$ cat config.mk
export PLATFORM = sky130hd
export DESIGN_NAME = gf2m_alu_digit_flat
export DESIGN_NICKNAME = d
export VERILOG_FILES = /design/src/rtl/gf2m_pkg.sv /design/src/rtl/gf2m_alu_digit_if.sv /design/src/rtl/gf2m_digit_step.sv /design/src/rtl/gf2m_alu_digit.sv /design/src/flat_wrapper.sv
export SDC_FILE = /design/constraint.sdc
export NUM_CORES = 2
export LEC_CHECK = 0
export ABC_CLOCK_PERIOD_IN_PS = 2700
export CAP_MARGIN = 20
export CORE_MARGIN = 2
export CORE_UTILIZATION = 35
export DETAILED_ROUTE_END_ITERATION = 6
export PLACE_DENSITY = 0.51
export RECOVER_POWER = 100
export SETUP_SLACK_MARGIN = 0.05
export SLEW_MARGIN = 0
export SYNTH_ARGS = -nofsm -noshare
export SYNTH_HDL_FRONTEND = slang
export SYNTH_HIERARCHICAL = 1
export SYNTH_SLANG_ARGS = --single-unit
$ cat constraint.sdc
create_clock -name clk -period 2.7 [get_ports clk]
set_clock_uncertainty 0.05 [all_clocks]
set_input_delay 0.54 -clock clk [delete_from_list [all_inputs] [get_ports clk]]
set_output_delay 0.54 -clock clk [all_outputs]
set_load 0.02 [all_outputs]
$ cat src/rtl/gf2m_pkg.sv
// Shared constants and types for the digit-serial GF(2^M) arithmetic unit:
// operation encodings, controller states and common reduction polynomials.
package gf2m_pkg;

    localparam logic [1:0] OP_ADD = 2'b00;
    localparam logic [1:0] OP_MUL = 2'b01;
    localparam logic [1:0] OP_SQR = 2'b10;
    localparam logic [1:0] OP_ILL = 2'b11;

    typedef enum logic [1:0] {
        ST_IDLE = 2'd0,
        ST_MUL  = 2'd1,
        ST_FIN  = 2'd2
    } state_t;

    // Low terms of x^128 + x^7 + x^2 + x + 1 and of the AES field x^8 + x^4 + x^3 + x + 1.
    localparam logic [127:0] P128 = 128'h87;
    localparam logic [7:0]   AES8 = 8'h1B;

endpackage

$ cat src/rtl/gf2m_alu_digit_if.sv
// Start/busy/done operation bus between the point-arithmetic controller (master)
// and the field ALU (slave).
interface gf2m_alu_digit_if #(
    parameter int M = 128
);
    logic         start;
    logic [1:0]   op;
    logic [M-1:0] a;
    logic [M-1:0] b;
    logic         busy;
    logic         done;
    logic [M-1:0] result;
    logic         err;

    modport master (
        output start, op, a, b,
        input  busy, done, result, err
    );

    modport slave (
        input  start, op, a, b,
        output busy, done, result, err
    );
endinterface

$ cat src/rtl/gf2m_digit_step.sv
// One MSB-first digit step: acc*x^D + A*bd, reduced mod x^M + POLY in one fold.
// Valid because deg(POLY) <= M-D keeps h*POLY below x^M.
module gf2m_digit_step #(
    parameter int           M    = 128,
    parameter int           D    = 8,
    parameter logic [M-1:0] POLY = 'h87
) (
    input  logic [M-1:0] i_acc,
    input  logic [M-1:0] i_a,
    input  logic [D-1:0] i_bd,
    output logic [M-1:0] o_acc
);
    logic [D:0][M+D-1:0] w_pp;
    logic [D:0][M-1:0]   w_rd;
    logic [D-1:0]        w_h;
    logic [M+D-1:0]      w_a_ext;

    assign w_a_ext = {{D{1'b0}}, i_a};
    assign w_pp[0] = {i_acc, {D{1'b0}}};

    // Unreduced (acc << D) xor carry-less A*bd; both overflow into the same top D bits.
    for (genvar gi = 0; gi < D; gi++) begin : g_pp
        assign w_pp[gi+1] = w_pp[gi] ^ ({(M+D){i_bd[gi]}} & (w_a_ext << gi));
    end

    assign w_h     = w_pp[D][M+D-1:M];
    assign w_rd[0] = w_pp[D][M-1:0];

    for (genvar gi = 0; gi < D; gi++) begin : g_rd
        assign w_rd[gi+1] = w_rd[gi] ^ ({M{w_h[gi]}} & (POLY << gi));
    end

    assign o_acc = w_rd[D];
endmodule

$ cat src/rtl/gf2m_alu_digit.sv
// GF(2^M) add / digit-serial multiply / square unit with a start/busy/done handshake.
// Squaring reuses the multiplier with B = A.
module gf2m_alu_digit
    import gf2m_pkg::*;
#(
    parameter int           M    = 128,
    parameter int           D    = 8,
    parameter logic [M-1:0] POLY = 'h87
) (
    input  logic          clk,
    input  logic          rst,
    gf2m_alu_digit_if.slave bus
);
    localparam int NDIG = M / D;
    localparam int CW   = (NDIG > 1) ? $clog2(NDIG) : 1;
    localparam logic [CW-1:0] CNT_LOAD = CW'(NDIG - 1);

    if ((D < 1) || (M % D != 0) || (D > M / 2)) begin : g_bad_digit
        $error("gf2m_alu_digit: D must divide M and satisfy 1 <= D <= M/2");
    end
    if ((POLY >> (M - D + 1)) != '0) begin : g_bad_poly
        $error("gf2m_alu_digit: POLY degree exceeds M-D, single-pass reduction invalid");
    end

    state_t        r_state;
    logic          r_busy;
    logic          r_done;
    logic          r_err;
    logic [M-1:0]  r_result;
    logic [M-1:0]  r_acc;
    logic [M-1:0]  r_a;
    logic [M-1:0]  r_b;
    logic [CW-1:0] r_cnt;

    logic [D-1:0]  w_bd;
    logic [M-1:0]  w_acc_next;

    assign w_bd = r_b[M-1 -: D];

    gf2m_digit_step #(
        .M    (M),
        .D    (D),
        .POLY (POLY)
    ) u_step (
        .i_acc (r_acc),
        .i_a   (r_a),
        .i_bd  (w_bd),
        .o_acc (w_acc_next)
    );

    always_ff @(posedge clk) begin
        if (rst) begin
            r_state  <= ST_IDLE;
            r_busy   <= 1'b0;
            r_done   <= 1'b0;
            r_err    <= 1'b0;
            r_result <= '0;
            r_acc    <= '0;
            r_a      <= '0;
            r_b      <= '0;
            r_cnt    <= '0;
        end else begin
            r_done <= 1'b0;
            case (r_state)
                ST_IDLE: begin
                    if (bus.start) begin
                        r_a   <= bus.a;
                        r_b   <= (bus.op == OP_SQR) ? bus.a : bus.b;
                        r_acc <= '0;
                        r_cnt <= CNT_LOAD;
                        r_err <= 1'b0;
                        case (bus.op)
                            OP_ADD: begin
                                r_result <= bus.a ^ bus.b;
                                r_done   <= 1'b1;
                            end
                            OP_MUL, OP_SQR: begin
                                r_state <= ST_MUL;
                                r_busy  <= 1'b1;
                            end
                            default: begin
                                r_err  <= 1'b1;
                                r_done <= 1'b1;
                            end
                        endcase
                    end
                end
                ST_MUL: begin
                    r_acc <= w_acc_next;
                    r_b   <= r_b << D;
                    r_cnt <= r_cnt - CW'(1);
                    if (r_cnt == '0) begin
                        r_state <= ST_FIN;
                    end
                end
                ST_FIN: begin
                    r_result <= r_acc;
                    r_done   <= 1'b1;
                    r_busy   <= 1'b0;
                    r_state  <= ST_IDLE;
                end
                default: begin
                    r_state <= ST_IDLE;
                    r_busy  <= 1'b0;
                end
            endcase
        end
    end

    assign bus.busy   = r_busy;
    assign bus.done   = r_done;
    assign bus.err    = r_err;
    assign bus.result = r_result;
endmodule

$ cat src/flat_wrapper.sv
// flat-port wrapper written by rule: the top's interface ports become plain ports
module gf2m_alu_digit_flat import gf2m_pkg::*;
#(
    parameter int           M    = 128,
    parameter int           D    = 8,
    parameter logic [M-1:0] POLY = 'h87
)
  (clk, rst, bus_start, bus_op, bus_a, bus_b, bus_busy, bus_done, bus_result, bus_err);
  gf2m_alu_digit_if #(.M(M)) bus_i ();
  input  logic clk;
  input  logic rst;
  input wire logic [$bits(bus_i.start)-1:0] bus_start;
  input wire logic [$bits(bus_i.op)-1:0] bus_op;
  input wire logic [$bits(bus_i.a)-1:0] bus_a;
  input wire logic [$bits(bus_i.b)-1:0] bus_b;
  output wire logic [$bits(bus_i.busy)-1:0] bus_busy;
  output wire logic [$bits(bus_i.done)-1:0] bus_done;
  output wire logic [$bits(bus_i.result)-1:0] bus_result;
  output wire logic [$bits(bus_i.err)-1:0] bus_err;
  assign bus_i.start = bus_start;
  assign bus_i.op = bus_op;
  assign bus_i.a = bus_a;
  assign bus_i.b = bus_b;
  assign bus_busy = bus_i.busy;
  assign bus_done = bus_i.done;
  assign bus_result = bus_i.result;
  assign bus_err = bus_i.err;
  gf2m_alu_digit #(.M(M), .D(D), .POLY(POLY)) u_core (.clk(clk), .rst(rst), .bus(bus_i));
endmodule
==> reports/qor.yml <==
power:
  ir_worst_vdd_mv: 0.404
  powerDensity_mw_per_mm2: 540
  p_leak_uw: 0.0148
  power_uw: 22800
yosys:
  synth_area_mm2: 0.0352
  synth-seq-cells: 521
  synthCells: 4464
  yosysTopAreaCellShare_pct: 29.6
  syn_area_per_cell_um2: 7.89
  synth-seq-area-share_pct: 29.6
  synth.distinct_cells: 33
  synthTopCellsByArea: "dfxtp_1 30%, xnor2_1 22%, nand2_1 14%"
  yosysWarnings: 6
  synth_fp_nets: 4729
  synth_top_area_cell: "dfxtp_1"
timing:
  hold_viol_final: 0
  slew_violations: 0
  fin_crit_sh_pct: 90.8
  period_needed_ns: 2.45
  setup_viol: 0
  worst_pin_slew_ns: 1.24
  fmax_mhz: 408
  rsz0062_at_grt: "no"
  timing.final.ws_setup_ns: 0.248
  tns_ns: 0
  maxSlewHeadroom_pct: 17.4
detailed_routing:
  route.met2.wl_um: 59200
  vias: 30000
  drt-total-wl_um: 121000
  wl_per_cell_um: 20.4
  wl_met1_um: 55200
  ant_nets: 0
  wl_met3_um: 4450
  via_per_inst: 5.03
  drtIter0Drc: 2178
  routed.top_layer: "met4"
  route.detailed.drc: 0
  dr.pass1.iters: 5
floorplanning:
  start_util_pct: 35.2
  die_area_mm2: 0.103
  io-pin-count: 392
  core_area_mm2: 0.100
  num_rows: 116
  die_w_um: 321
  dieHeight_um: 321
cts:
  clock_tree.buffer_depth: 3
  hold_buffers: 0
  cts_tree: "done"
  clkTransAtPathRegs_ns: 0.06
  root_buffer: "clkbuf_16"
  cts_sinks: 521
  cts_max_level: 2
  cts_buffers: 61
  clk_latency_ns: 0.65
  postCtsResizedCells: 0
  postCtsSetupRepairBufs: 0
cells_and_area:
  num-nets-final: 4871
  diodes: 0
  syn2layout_area_growth_pct: 20.0
  finalNonFillerCells: 5954
  fill_cells: 10000
  drive_above_1_share_pct: 5.22
placed_design:
  gp_congestion: 0.814
  dp_slack_ns: 0.166
  portBuffers: 391
  dp_hpwl_um: 84600
  placed_cells: 5841
worst_setup_path:
  cp.arrival_ns: 2.95
  crit_type: "reg2reg"
  worst_setup_path_start_kind: "register"
  cp_max_fo: 15
  required_ns: 3.19
  crit_path_end_kind: "register"
grt:
  globalRoute.totalOverflow: 0
  grt_usage_pct: 22.8
  antenna_found_initial: 1
  grt_pass1_wl_um: 186000
  grt_pass1_vias: 29300
  grt_max_degree: 122
flow_run:
  cap_violations: 0
worst_hold_path:
  hp-class: "in2reg"
run_status:
  status: "completed"
through the flow:
stage | util (%) | hold slack [ns] | area, µm²
final | 42.3 | 0.180 | 42300
after global routing | 42.3 | 0.161 | 42300
after CTS | 42.4 | 0.139 | 42400
after detailed placement | 40.3 | 0.413 | 40300
after global placement | 40.3 | 0.413 | 40300
after floorplan | - | 0.383 | 35200
report_power, final:
group	leakage (µW)	internal, µW	switching [µW]	total, µW
Combinational	0.00946	2310	2670	4980
Sequential	0.00426	8170	806	8980
Clock	0.00105	5230	3630	8850
worst paths after layout:
kind	from	to	slack [ns]	cells past startpoint
setup / recovery	u_core/r_b[126]	u_core/r_acc[10]	0.25	6
hold / removal	rst	u_core/bus.err	0.18	2
setup reg to reg	u_core/r_b[126]	u_core/r_acc[10]	0.25	6
hold reg to reg	u_core/bus.result[127]	u_core/bus.result[127]	0.42	1
flip-flops by register name, indices dropped and copies added, names as in the netlist:
| register | count |
|---|---|
| u_core/bus.result | 128 |
| u_core/r_a | 128 |
| u_core/r_acc | 128 |
| u_core/r_b | 128 |
| u_core/r_cnt | 4 |
| u_core/r_state | 2 |
| u_core/bus.busy | 1 |
| u_core/bus.done | 1 |
| u_core/bus.err | 1 |
cells in the mapped netlist:
master	n
nor2_1	124
nor3b_2	1
buf_6	12
mux2i_1	120
ha_1	4
nand2_1	1290
nor2b_1	129
inv_1	5
o21ba_2	2
nand3b_1	1
or4b_4	1
a221o_1	120
buf_4	4
buf_2	201
nand2b_1	2
buf_1	20
xnor3_1	11
dfxtp_1	521
a22o_1	256
nor3_1	8
and3_1	1
xnor3_2	1
xor3_1	1
or3b_2	2
xnor2_2	3
xor2_1	265
xnor2_1	880
and3b_1	1
nand3_1	8
mux2_2	8
a211oi_1	3
a21oi_1	269
clkbuf_1	190
cells by family after synthesis:
logic type               share of synthesized area, %
AO/OA/AOI/OAI                                    13.7
XOR/XNOR                                         29.4
buffers and inverters                            5.62
AND/OR/NAND/NOR                                  17.8
flip-flops                                       29.6
adder cells (fa/ha/maj)                         0.142
multiplexers                                     3.67
cell usage in the layout, fill, tap and decap left out, drive strengths merged:
cell | synthesis | layout
and3b | 1 | 1
bufinv | 0 | 6
and3 | 1 | 1
o21ba | 2 | 2
or4b | 1 | 1
clkinvlp | 0 | 4
mux2 | 8 | 8
dfxtp | 521 | 521
clkinv | 0 | 14
nand3 | 8 | 8
a211oi | 3 | 3
nand2b | 2 | 2
a221o | 120 | 120
nor2 | 124 | 124
xnor2 | 883 | 883
xor3 | 1 | 1
xor2 | 265 | 265
nor3b | 1 | 1
buf | 237 | 104
nand3b | 1 | 1
clkbuf | 190 | 98
nand2 | 1290 | 1290
mux2i | 120 | 120
dlygate4sd3 | 0 | 132
a22o | 256 | 256
a21oi | 269 | 269
nor2b | 129 | 129
nor3 | 8 | 8
clkdlybuf4s50 | 0 | 258
inv | 5 | 8
ha | 4 | 4
xnor3 | 12 | 12
or3b | 2 | 2
metal layers:
metal | vias up | track usage (%)
li1 | 14700 | -
met1 | 14500 | 31.0
met2 | 680 | 39.2
met3 | 132 | 2.03
met4 | 0 | 5.11
met5 | - | 0
final cells by class:
| class | instances | area [µm²] | area share (%) |
|---|---|---|---|
| timing repair buffer | 506 | 5190 | 12.3 |
| sequential | 521 | 10500 | 24.8 |
| multi-input combinational | 3511 | 22900 | 54.1 |
| clock inverter | 27 | 307 | 0.725 |
| tap | 1298 | 1620 | 3.84 |
| inverter | 5 | 18.8 | 0.0444 |
| clock buffer | 86 | 1810 | 4.29 |
worst max-delay path, cell delays in order (launching register included):
cell and delay (ns):
dfxtp_2 0.56, nand2_1 0.11, xnor3_1 0.42, xnor2_2 0.33, xnor3_1 0.50, xnor2_1 0.16, a22o_1 0.21
No activity file was read; power rests on OpenSTA's default activity.
